**src/rtl/tqvp_bus_pkg.sv**
```systemverilog
// Shared encodings for the TinyQV peripheral-bus initiator: transfer sizes,
// response status codes, FSM state values and the read-data size mask.
package tqvp_bus_pkg;

    localparam logic [1:0] SZ_8    = 2'b00;
    localparam logic [1:0] SZ_16   = 2'b01;
    localparam logic [1:0] SZ_32   = 2'b10;
    localparam logic [1:0] SZ_IDLE = 2'b11;

    localparam logic [1:0] ST_OK      = 2'b00;
    localparam logic [1:0] ST_TIMEOUT = 2'b01;
    localparam logic [1:0] ST_BADSIZE = 2'b10;

    typedef logic [1:0] bus_state_t;

    localparam bus_state_t S_IDLE = 2'b00;
    localparam bus_state_t S_REQ  = 2'b01;
    localparam bus_state_t S_RSP  = 2'b10;

    // Byte-lane mask for a transfer size; the idle/illegal encoding selects nothing.
    function automatic logic [31:0] size_mask(input logic [1:0] size);
        logic [31:0] m;
        case (size)
            SZ_8:    m = 32'h0000_00FF;
            SZ_16:   m = 32'h0000_FFFF;
            SZ_32:   m = 32'hFFFF_FFFF;
            default: m = 32'h0000_0000;
        endcase
        return m;
    endfunction

endpackage

```
**src/rtl/tqvp_rdata_align.sv**
```systemverilog
// Zero-extends peripheral read data to the transfer size; shared with the
// peripheral-side read mux.
module tqvp_rdata_align
    import tqvp_bus_pkg::*;
(
    input  logic [1:0]  i_size,
    input  logic [31:0] i_data,
    output logic [31:0] o_data
);

    // Keep only the lanes covered by the transfer size.
    always_comb begin
        o_data = i_data & size_mask(i_size);
    end

endmodule

```
**src/rtl/tqvp_bus_initiator.sv**
```systemverilog
// TinyQV peripheral-bus initiator: one outstanding command, registered bus
// strobes, wait-for-data_ready with timeout, size-masked read response.
module tqvp_bus_initiator
    import tqvp_bus_pkg::*;
#(
    parameter int TIMEOUT = 16,
    parameter int ADDR_W  = 6
) (
    input  logic              clk,
    input  logic              rst,
    input  logic              cmd_valid,
    output logic              cmd_ready,
    input  logic              cmd_write,
    input  logic [1:0]        cmd_size,
    input  logic [ADDR_W-1:0] cmd_addr,
    input  logic [31:0]       cmd_wdata,
    output logic              rsp_valid,
    input  logic              rsp_ready,
    output logic [31:0]       rsp_rdata,
    output logic [1:0]        rsp_status,
    output logic [ADDR_W-1:0] address,
    output logic [31:0]       data_in,
    output logic [1:0]        data_write_n,
    output logic [1:0]        data_read_n,
    input  logic [31:0]       data_out,
    input  logic              data_ready,
    output logic              busy
);

    localparam int CNT_W = $clog2(TIMEOUT + 1);
    localparam logic [CNT_W-1:0] CNT_LAST = CNT_W'(TIMEOUT - 1);

    bus_state_t         r_state;
    logic [CNT_W-1:0]   r_cnt;
    logic               r_is_write;
    logic [1:0]         r_size;
    logic [ADDR_W-1:0]  r_address;
    logic [31:0]        r_data_in;
    logic [1:0]         r_write_n;
    logic [1:0]         r_read_n;
    logic               r_rsp_valid;
    logic [31:0]        r_rdata;
    logic [1:0]         r_status;
    logic               r_cmd_ready;
    logic               r_busy;

    bus_state_t         w_state_nxt;
    logic [CNT_W-1:0]   w_cnt_nxt;
    logic               w_is_write_nxt;
    logic [1:0]         w_size_nxt;
    logic [ADDR_W-1:0]  w_address_nxt;
    logic [31:0]        w_data_in_nxt;
    logic [1:0]         w_write_n_nxt;
    logic [1:0]         w_read_n_nxt;
    logic               w_rsp_valid_nxt;
    logic [31:0]        w_rdata_nxt;
    logic [1:0]         w_status_nxt;
    logic [31:0]        w_aligned;

    tqvp_rdata_align u_align (
        .i_size (r_size),
        .i_data (data_out),
        .o_data (w_aligned)
    );

    // Next-state and next-output decode for the IDLE/REQ/RSP machine.
    always_comb begin
        w_state_nxt     = r_state;
        w_cnt_nxt       = r_cnt;
        w_is_write_nxt  = r_is_write;
        w_size_nxt      = r_size;
        w_address_nxt   = r_address;
        w_data_in_nxt   = r_data_in;
        w_write_n_nxt   = r_write_n;
        w_read_n_nxt    = r_read_n;
        w_rsp_valid_nxt = r_rsp_valid;
        w_rdata_nxt     = r_rdata;
        w_status_nxt    = r_status;
        case (r_state)
            S_IDLE: begin
                if (cmd_valid && r_cmd_ready) begin
                    if (cmd_size == SZ_IDLE) begin
                        // Illegal size never reaches the bus.
                        w_state_nxt     = S_RSP;
                        w_rsp_valid_nxt = 1'b1;
                        w_status_nxt    = ST_BADSIZE;
                        w_rdata_nxt     = 32'h0000_0000;
                    end else begin
                        w_state_nxt    = S_REQ;
                        w_cnt_nxt      = '0;
                        w_is_write_nxt = cmd_write;
                        w_size_nxt     = cmd_size;
                        w_address_nxt  = cmd_addr;
                        w_data_in_nxt  = cmd_wdata;
                        w_write_n_nxt  = cmd_write ? cmd_size : SZ_IDLE;
                        w_read_n_nxt   = cmd_write ? SZ_IDLE : cmd_size;
                    end
                end else begin
                    w_state_nxt = S_IDLE;
                end
            end
            S_REQ: begin
                if (data_ready) begin
                    w_state_nxt     = S_RSP;
                    w_write_n_nxt   = SZ_IDLE;
                    w_read_n_nxt    = SZ_IDLE;
                    w_rsp_valid_nxt = 1'b1;
                    w_status_nxt    = ST_OK;
                    w_rdata_nxt     = r_is_write ? 32'h0000_0000 : w_aligned;
                end else if (r_cnt == CNT_LAST) begin
                    w_state_nxt     = S_RSP;
                    w_write_n_nxt   = SZ_IDLE;
                    w_read_n_nxt    = SZ_IDLE;
                    w_rsp_valid_nxt = 1'b1;
                    w_status_nxt    = ST_TIMEOUT;
                    w_rdata_nxt     = 32'h0000_0000;
                end else begin
                    w_cnt_nxt = r_cnt + CNT_W'(1);
                end
            end
            S_RSP: begin
                if (rsp_ready) begin
                    w_state_nxt     = S_IDLE;
                    w_rsp_valid_nxt = 1'b0;
                end else begin
                    w_state_nxt = S_RSP;
                end
            end
            default: begin
                w_state_nxt     = S_IDLE;
                w_write_n_nxt   = SZ_IDLE;
                w_read_n_nxt    = SZ_IDLE;
                w_rsp_valid_nxt = 1'b0;
            end
        endcase
    end

    // State and output registers; reset discards any command in flight.
    always_ff @(posedge clk or posedge rst) begin
        if (rst) begin
            r_state     <= S_IDLE;
            r_cnt       <= '0;
            r_is_write  <= 1'b0;
            r_size      <= SZ_IDLE;
            r_address   <= '0;
            r_data_in   <= 32'h0000_0000;
            r_write_n   <= SZ_IDLE;
            r_read_n    <= SZ_IDLE;
            r_rsp_valid <= 1'b0;
            r_rdata     <= 32'h0000_0000;
            r_status    <= ST_OK;
            r_cmd_ready <= 1'b1;
            r_busy      <= 1'b0;
        end else begin
            r_state     <= w_state_nxt;
            r_cnt       <= w_cnt_nxt;
            r_is_write  <= w_is_write_nxt;
            r_size      <= w_size_nxt;
            r_address   <= w_address_nxt;
            r_data_in   <= w_data_in_nxt;
            r_write_n   <= w_write_n_nxt;
            r_read_n    <= w_read_n_nxt;
            r_rsp_valid <= w_rsp_valid_nxt;
            r_rdata     <= w_rdata_nxt;
            r_status    <= w_status_nxt;
            r_cmd_ready <= (w_state_nxt == S_IDLE);
            r_busy      <= (w_state_nxt != S_IDLE);
        end
    end

    assign cmd_ready    = r_cmd_ready;
    assign busy         = r_busy;
    assign rsp_valid    = r_rsp_valid;
    assign rsp_rdata    = r_rdata;
    assign rsp_status   = r_status;
    assign address      = r_address;
    assign data_in      = r_data_in;
    assign data_write_n = r_write_n;
    assign data_read_n  = r_read_n;

endmodule

```
**config.mk**
```make
export PLATFORM = sky130hd
export DESIGN_NAME = tqvp_bus_initiator
export DESIGN_NICKNAME = d
export VERILOG_FILES = /design/src/rtl/tqvp_bus_pkg.sv /design/src/rtl/tqvp_rdata_align.sv /design/src/rtl/tqvp_bus_initiator.sv
export SDC_FILE = /design/constraint.sdc
export NUM_CORES = 1
export LEC_CHECK = 0
export ABC_AREA = 0
export BUFFER_PORTS_ARGS = -buffer_cell sky130_fd_sc_hd__clkbuf_2
export CAP_MARGIN = 10
export CORE_UTILIZATION = 40
export CTS_CLUSTER_SIZE = 40
export DETAILED_ROUTE_END_ITERATION = 10
export PLACE_DENSITY = 0.68
export SLEW_MARGIN = 10
export SYNTH_ARGS = -nofsm -noshare
export SYNTH_HDL_FRONTEND = slang
export SYNTH_SLANG_ARGS = --single-unit
```
**constraint.sdc**
```tcl
create_clock -name clk -period 4.26 [get_ports clk]
set_clock_uncertainty 0.15 [all_clocks]
set_input_delay 0.426 -clock clk [delete_from_list [all_inputs] [get_ports clk]]
set_output_delay 0.426 -clock clk [all_outputs]
set_load 0.02 [all_outputs]
```
### Yosys cells after proc, flatten, opt, wreduce, memory -nomap -nowiden

Index checks and enable logic that the tools add are counted.

| storage, ports and cells | value |
|---|---|
| register bits after elaboration | 89 |
| bits of input ports | 78 |
| output and inout bits | 79 |
| word-level logic and storage cells | 80 |

| cells by class | value |
|---|---|
| add/sub/neg operators | 1 |
| equality and inequality tests | 13 |
| multiplexer cells | 39 |
| bitwise gates (word level) | 3 |
| reductions and logical operators | 11 |

Operators with widths:

| operator | number |
|---|---|
| two-way mux 32 bit | 5 |
| one-hot mux 32 bit (3 select lines) | 1 |
| one-hot mux 32 bit (2 select lines) | 1 |
| two-way mux 2 bit | 17 |
| AND 32 bit | 1 |
| two-way mux 5 bit | 4 |
| one-hot mux 2 bit (3 select lines) | 3 |
| inequality test 2 bit (second input constant) | 6 |
| AND reduction 4 bit | 3 |
| one-hot mux 5 bit (2 select lines) | 1 |
| equality test 2 bit (second input constant) | 3 |
| zero test 2 bit | 3 |
| adder 5 x 1 -> 5 bit (second input constant) | 1 |
| equality test 5 x 4 -> 1 bit (second input constant) | 1 |
| two-way mux 1 bit | 5 |
| AND reduction 5 bit | 1 |
| equality test 2 x 1 -> 1 bit (second input constant) | 2 |
| one-hot mux 2 bit (2 select lines) | 1 |
| nonzero test 2 bit | 2 |
| inequality test 3 bit (second input constant) | 1 |
| one-hot mux 1 bit (3 select lines) | 1 |
| AND reduction 3 bit | 1 |
| NOT 1 bit | 2 |
| logical AND 1 bit | 1 |

### Longest topological paths before layout

Gate-level depths: netlist of the first run.

| depth | value |
|---|---|
| depth in word-level cells | 6 |
| gate-level depth with buffers | 8 |
| gate-level depth less buffers | 7 |

### Hierarchy

Synthesis of the first run repeated with hierarchy kept, for this count alone.

| second synthesis, totals | value |
|---|---|
| cell total of the unflattened synthesis | 283 |
| area total of the unflattened synthesis | 3711.1 sq um |

Modules (own cells, without submodules):

| module | instances | cells an instance | area an instance (sq um) |
|---|---|---|---|
| tqvp_bus_initiator | 1 | 247 | 3455.8 |
| tqvp_rdata_align | 1 | 36 | 255.2 |

### Worst setup path after synthesis of the first run

OpenSTA, ideal clock, no wires.

| timing path | value |
|---|---|
| path kind | register -> register |
| from | register r_cnt[0] |
| to | register r_cnt[2] |
| setup time | 0.133 ns |
| arrival time | 1.717 ns |
| required time | 3.977 ns |
| slack | 2.260 ns |
| stages on the path, launching flop included | 9 |
| period minus slack after synthesis | 2.000 ns |
| cells stage by stage | dfrtp_1 ha_1 inv_1 nor3_1 ha_1 or4b_1 clkbuf_1 o21ai_2 o32ai_1 |

| between the ends | value |
|---|---|
| cells in the longest elaborated chain, start to end | 4 |

RTL lines:

| element | line | RTL |
|---|---|---|
| from (decl) | tqvp_bus_initiator.sv:34 | `logic [CNT_W-1:0] r_cnt;` |
| from (signal assigned) | tqvp_bus_initiator.sv:156 | `r_cnt <= w_cnt_nxt;` |
| adder 5 x 1 -> 5 bit | tqvp_bus_initiator.sv:118 | `w_cnt_nxt = r_cnt + CNT_W'(1);` |
| two-way mux 5 bit | tqvp_bus_initiator.sv:110 | `end else if (r_cnt == CNT_LAST) begin` |
| two-way mux 5 bit | tqvp_bus_initiator.sv:103 | `if (data_ready) begin` |
| one-hot mux 5 bit (2 select lines) | tqvp_bus_initiator.sv:79 | `case (r_state)` |

Several ways; a longest one is shown, not always the timed one. The select of a mux whose other input is x is not followed.
A chain may end at the register's enable or synchronous reset.

### Worst setup path in the final report of the first run

| timing path | value |
|---|---|
| from | register r_cnt[0] |
| to | register r_rdata[17] (netlist: rsp_rdata[17]) |

| between the ends | value |
|---|---|
| cells in the longest elaborated chain, start to end | 3 |

RTL lines:

| element | line | RTL |
|---|---|---|
| equality test 5 x 4 -> 1 bit | tqvp_bus_initiator.sv:110 |  |
| inequality test 3 bit (no source line) | -- |  |
| AND reduction 4 bit (no source line) | -- |  |
| to (signal assigned) | tqvp_bus_initiator.sv:164 | `r_rdata <= w_rdata_nxt;` |
| to (decl) | tqvp_bus_initiator.sv:42 | `logic [31:0] r_rdata;` |

Every way passes these cells.

==> results of run 1 <==
[layout make-up]
| type | count | area (sq um) | share of cell area, % |
|---|---|---|---|
| inverters | 14 | 53.8 | 1.13 |
| clock inverters | 7 | 77.6 | 1.62 |
| multi-input cells | 130 | 1320 | 27.6 |
| flip-flops and latches | 89 | 2240 | 46.8 |
| clock buffers | 9 | 124 | 2.59 |
| repair buffers | 160 | 833 | 17.4 |
| well taps | 108 | 135 | 2.83 |
[placed cells by master, fill, tap and decap left out, drive strengths merged, types with 2 or more instances in the layout]
cell type / n
a21oi: 2
a22o: 32
buf: 3
clkbuf: 165
clkinv: 3
dfrtp: 82
dfstp: 7
ha: 4
inv: 16
mux2: 44
mux2i: 3
nand2: 4
nand2b: 2
nand3: 2
nand4bb: 2
nor2: 6
nor3: 4
o211ai: 2
o21ai: 6
o22a: 2
o22ai: 3
[sequential cells by signal, summed over array words and instances, names as in the netlist, 2 cells and up]
register      cells
data_in          32
rsp_rdata        32
address           6
r_cnt             5
data_read_n       2
data_write_n      2
r_size            2
r_state           2
rsp_status        2
[cells by family (layout without fill, tap and decap cells)]
| family | Yosys count | in the layout | synth area share [%] |
|---|---|---|---|
| xor gates and xnor gates | 1 | 1 | 0.236 |
| AOI/OAI and AO/OA | 52 | 52 | 11.3 |
| buffers and inverters | 26 | 190 | 4.31 |
| adders and majority gates | 4 | 4 | 1.35 |
| and+or+nand+nor | 26 | 26 | 4.42 |
| muxes | 47 | 47 | 18.2 |
| DFF | 89 | 89 | 60.2 |
[power breakdown]
part / switching [uW] / total, uW / internal [uW]
sequential: 230 / 1450 / 1220
clock: 314 / 592 / 277
combinational: 842 / 1570 / 729
[metrics by stage]
step	setup WS [ps]	hold slack, ps	instance area (sq um)	utilization [%]
after floorplan	1390	323	3710	-
after global placement	1730	331	4540	51.3
after detailed placement	1570	341	4540	51.3
after CTS	1560	111	4740	53.5
after global routing	1350	112	4780	54.0
final	1590	123	4780	54.0
[layer usage]
layer	wire [microns]	part of all wire, %
met5	0	0
met4	140	1.7
met3	626	7.6
met2	3890	47
met1	3620	44
[worst min-delay path by stage]
stage | endpoint | slack [ps]
4_1_cts | rsp_rdata[4] | 110
6_report | rsp_rdata[4] | 120
3_5_place_dp | data_in[27] | 340
3_3_place_gp | rsp_status[0] | 330
2_1_floorplan | r_is_write | 320
5_1_grt | rsp_rdata[12] | 110
==> results.cfg, run 1 <==
[global_routing]
grt_pass1_vias = 2609
antenna_found_initial = 0
grt-busiest-layer = met2
grt_pass1_wl_mm = 13.1
grt_use_total_pct = 17.5
grt_max_degree = 65
grt_overflow = 0
grt_util_met2_pct = 29.7
grt.met1_usage_pct = 21.2
gr-usage-met3_pct = 4.94

[synthesis]
yosysTopAreaCell = dfrtp_1
ys_seq_area_share_pct = 60.2
synth.top_cells.by_count = dfrtp_1, mux2_4, a22o_1, inv_1, buf_6
synth.most_common_cell = dfrtp_1
synth_flop_cell = dfrtp_1
synth_top_area_share_pct = 55.3
synth_nets = 327
synthArstFlopShare_pct = 100
yosys_warnings = 0
syn_area_sq_um = 3710
ys_types = 36
synth_cells = 245
avgSynthCellArea_sq_um = 15.2
synth_edf_count = 0
synth.ff_latch_count = 89
netlist_top_cells_area = dfrtp_1, mux2_4, a22o_1, dfstp_2, buf_6

[sta]
finalCriticalPeriod_ps = 2670
worst_pin_slew_ps = 1100
finalSetupViolations = 0
hold_viol_final = 0
drv_slew = 0
max_slew_margin_pct = 26.1
timing.final.crit_share_pct = 62.6
max_freq_ghz = 0.375
fin_setup_tns_ps = 0
rsz0062_at_grt = false

[place]
place_inst = 499
gp_congestion = 0.781
portBuffers = 156
dpl.hpwl_mm = 5.92

[finish]
fillers = 766
area_delta_synth_final_pct = 28.6
drive_gt1_share_pct = 56.2
final_cells = 517
layout.nets = 486
n_antenna_cell = 0

[setup_path]
cp-end-kind = register
cp_num_buf_inv = 1
crit_path_top_delay_cell = a211o_1
cp.depth = 7
timing.rr.end = rsp_rdata[17]
crit_fanout = 33
crit_required_ps = 4400
worstSetupPathType = register to register
cp_common_cell = ha_1
worstReg2RegStart = r_cnt[0]
r2r_setup_slack_ps = 1590
r2r_cells = 7
critPathMaxStageDelay_ps = 880
cp_top_family = compound AO/OA/AOI/OAI gates
startpoint = r_cnt[0]
crit_end = rsp_rdata[17]
crit_path_cell_trace = ha_1 > inv_1 > nor3_1 > ha_1 > nor3b_1 > a211o_1 > a22o_1
crit_arrival_ps = 2810
startpoint_type = register

[clocking]
clk_pin_slew_ps = 100
clock_latency_ps = 350
cts_tree = done
cts_resized = 0
cts_root_buf = clkbuf_8
holdBufCountCts = 0
htreeDepth = 3
cts_buffers = 9
cts_max_path_buffers = 2
cts_sinks = 89
cts_setup_buffers = 0

[floorplan]
coreArea_sq_um = 8850
die-area_sq_um = 9670
initial_core_util_pct = 42.0
fp-row-count = 34
fp.dieW_microns = 98.3
ioPinCount = 157
die_y_microns = 98.3

[route]
viasPerCell = 4.98
remaining_drc_errors = 19
vias = 2575
antenna_left = 0
first_pass_iters = 7
drtIter0Drc = 89
wirelength_mm = 8.28
routedWlPerCell_microns = 16.0

[power]
power_leakage_uw = 0.00258
finalPower_uw = 3610
vdd_drop_max_uv = 306
powerDensity_nw_per_um2 = 756

[worst_hold_path]
min_path_type = input pin to register
hold_path_depth = 2
worstHoldStart = data_out[4]

[status]
violations = DRC
status = finished, violations left

[flow_run]
drv_cap = 0
(Power assumes the default switching activity.)
==> run 2, diff against run 1 <==
Clock period 4.26 ns to 2.7 ns, I/O delays scaled along.
==> run 2 against run 1 <==
The flow still finishes with violations (DRC); power grew 64%; maximum frequency grew 18%; worst hold slack lost 62 ps; sequential power grew 59%; global-route usage grew 3.3 points; routed wire length grew 16%; design area grew 16%; largest cell class unchanged.
==> results.cfg, run 2 (synthesis gave the netlist of run 1 again) <==
[status]
status = finished, violations left
violations = DRC

[place]
portBuffers = 156
dpl.hpwl_mm = 6.06
gp_congestion = 0.782
pre_cts_slack_ps = 485

[flow_run]
drv_cap = 0

[sta]
finalCriticalPeriod_ps = 2250
finalSetupViolations = 0
rsz0062_at_grt = false
setup_slack_ps = 445
worst_pin_slew_ps = 812
timing.final.crit_share_pct = 83.5
hold_viol_final = 0
fin_setup_tns_ps = 0
drv_slew = 0
max_freq_ghz = 0.444
max_slew_margin_pct = 45.8

[clocking]
cts_resized = 0
cts_tree = done
cts_setup_buffers = 0
cts_max_path_buffers = 2
clk_pin_slew_ps = 90
holdBufCountCts = 71
cts_sinks = 89
cts_buffers = 9
cts_root_buf = clkbuf_8
clock_latency_ps = 360
htreeDepth = 3

[floorplan]
die-area_sq_um = 9670
fp.dieW_microns = 98.3
fp-row-count = 34
ioPinCount = 157
initial_core_util_pct = 42.0
die_y_microns = 98.3
coreArea_sq_um = 8850

[finish]
multi_input_area_sq_um = 1320
layout_commonest_cell = clkbuf_2
drive_gt1_share_pct = 48.2
regArea_sq_um = 2240
mostFrequentLayoutCells = clkbuf_2, dfrtp_1, dlygate4sd3_1
fillers = 656
area_delta_synth_final_pct = 48.7
layout.nets = 558
n_antenna_cell = 0

[global_routing]
grt_use_total_pct = 20.8
grt_pass1_wl_mm = 15.6
grt_pass1_vias = 2971
grt_max_degree = 38
antenna_found_initial = 0
grt_overflow = 0

[power]
powerDensity_nw_per_um2 = 1080
vdd_drop_max_uv = 533
power_leakage_uw = 0.00290

[worst_hold_path]
min_path_type = input pin to register

[setup_path]
crit_fanout = 33
r2r_setup_slack_ps = 450
crit_arrival_ps = 2350
crit_required_ps = 2790
cp-end-kind = register
worstSetupPathType = register to register
startpoint_type = register

[route]
drtIter0Drc = 124
viasPerCell = 4.88
antenna_left = 0
remaining_drc_errors = 17
first_pass_iters = 9
routedWlPerCell_microns = 16.3
wirelength_mm = 9.63
vias = 2876
[run 2: cell types whose count changed in the layout (fill, tap and decap cells not counted), sizes merged]
cell | previous run | this run
dlygate4sd3 | 1 | 71
bufinv | 1 | 2
buf | 3 | 5
clkinv | 3 | 2
[run 2: per-stage QoR]
stage	cell area, sq um	hold WS [ps]	util (%)	cells	power (uW)
after floorplan	3720	253	-	245	4060
after global placement	4590	282	51.8	502	4780
after detailed placement	4590	285	51.8	502	4830
after CTS	5520	53.6	62.4	589	5950
after global routing	5520	51.6	62.4	589	6260
final	5520	60.5	62.4	589	5940
[run 2: report_power, final]
| part | switching, uW | internal (uW) | leakage, uW | total (uW) |
|---|---|---|---|---|
| clock network | 493 | 531 | 0.000115 | 1020 |
| registers | 384 | 1920 | 0.00112 | 2310 |
| logic | 1370 | 1230 | 0.00167 | 2600 |
| total | 2250 | 3680 | 0.00290 | 5940 |
[run 2: cell type report]
type | instances | share of cell area [%]
Timing Repair Buffer | 232 | 28.1
Sequential cell | 89 | 40.5
Multi-Input combinational cell | 130 | 23.8
Clock inverter | 7 | 1.81
Inverter | 14 | 1.02
Clock buffer | 9 | 2.24
Tap cell | 108 | 2.45
[run 2: final timing paths]
| check | startpoint | end | cells past startpoint |
|---|---|---|---|
| worst max-delay path | r_cnt[0] | rsp_rdata[16] | 8 |
| max in group asynchronous | rst | address[3] | 4 |
| worst max register to register | r_cnt[0] | rsp_rdata[16] | 8 |
| worst min-delay path | cmd_write | r_is_write | 2 |
| worst min register to register | data_in[16] | data_in[16] | 1 |
| min in group asynchronous | rst | data_in[11] | 3 |
[run 2: critical path: stages (launching register included)]
cell	delay (ps)
dfrtp_1	390
ha_1	180
inv_1	50
nor3_1	130
ha_1	330
nor3b_1	100
a211o_1	270
buf_4	240
a22o_1	280
[run 2: metal layers]
layer / GRT usage [%] / vias to the layer above / wire [microns]
met4: 7.58 / 0 / 130
met2: 34.0 / 120 / 4560
met5: 0 / - / 0
li1: - / 1349 / -
met3: 3.51 / 10 / 677
met1: 27.9 / 1397 / 4260
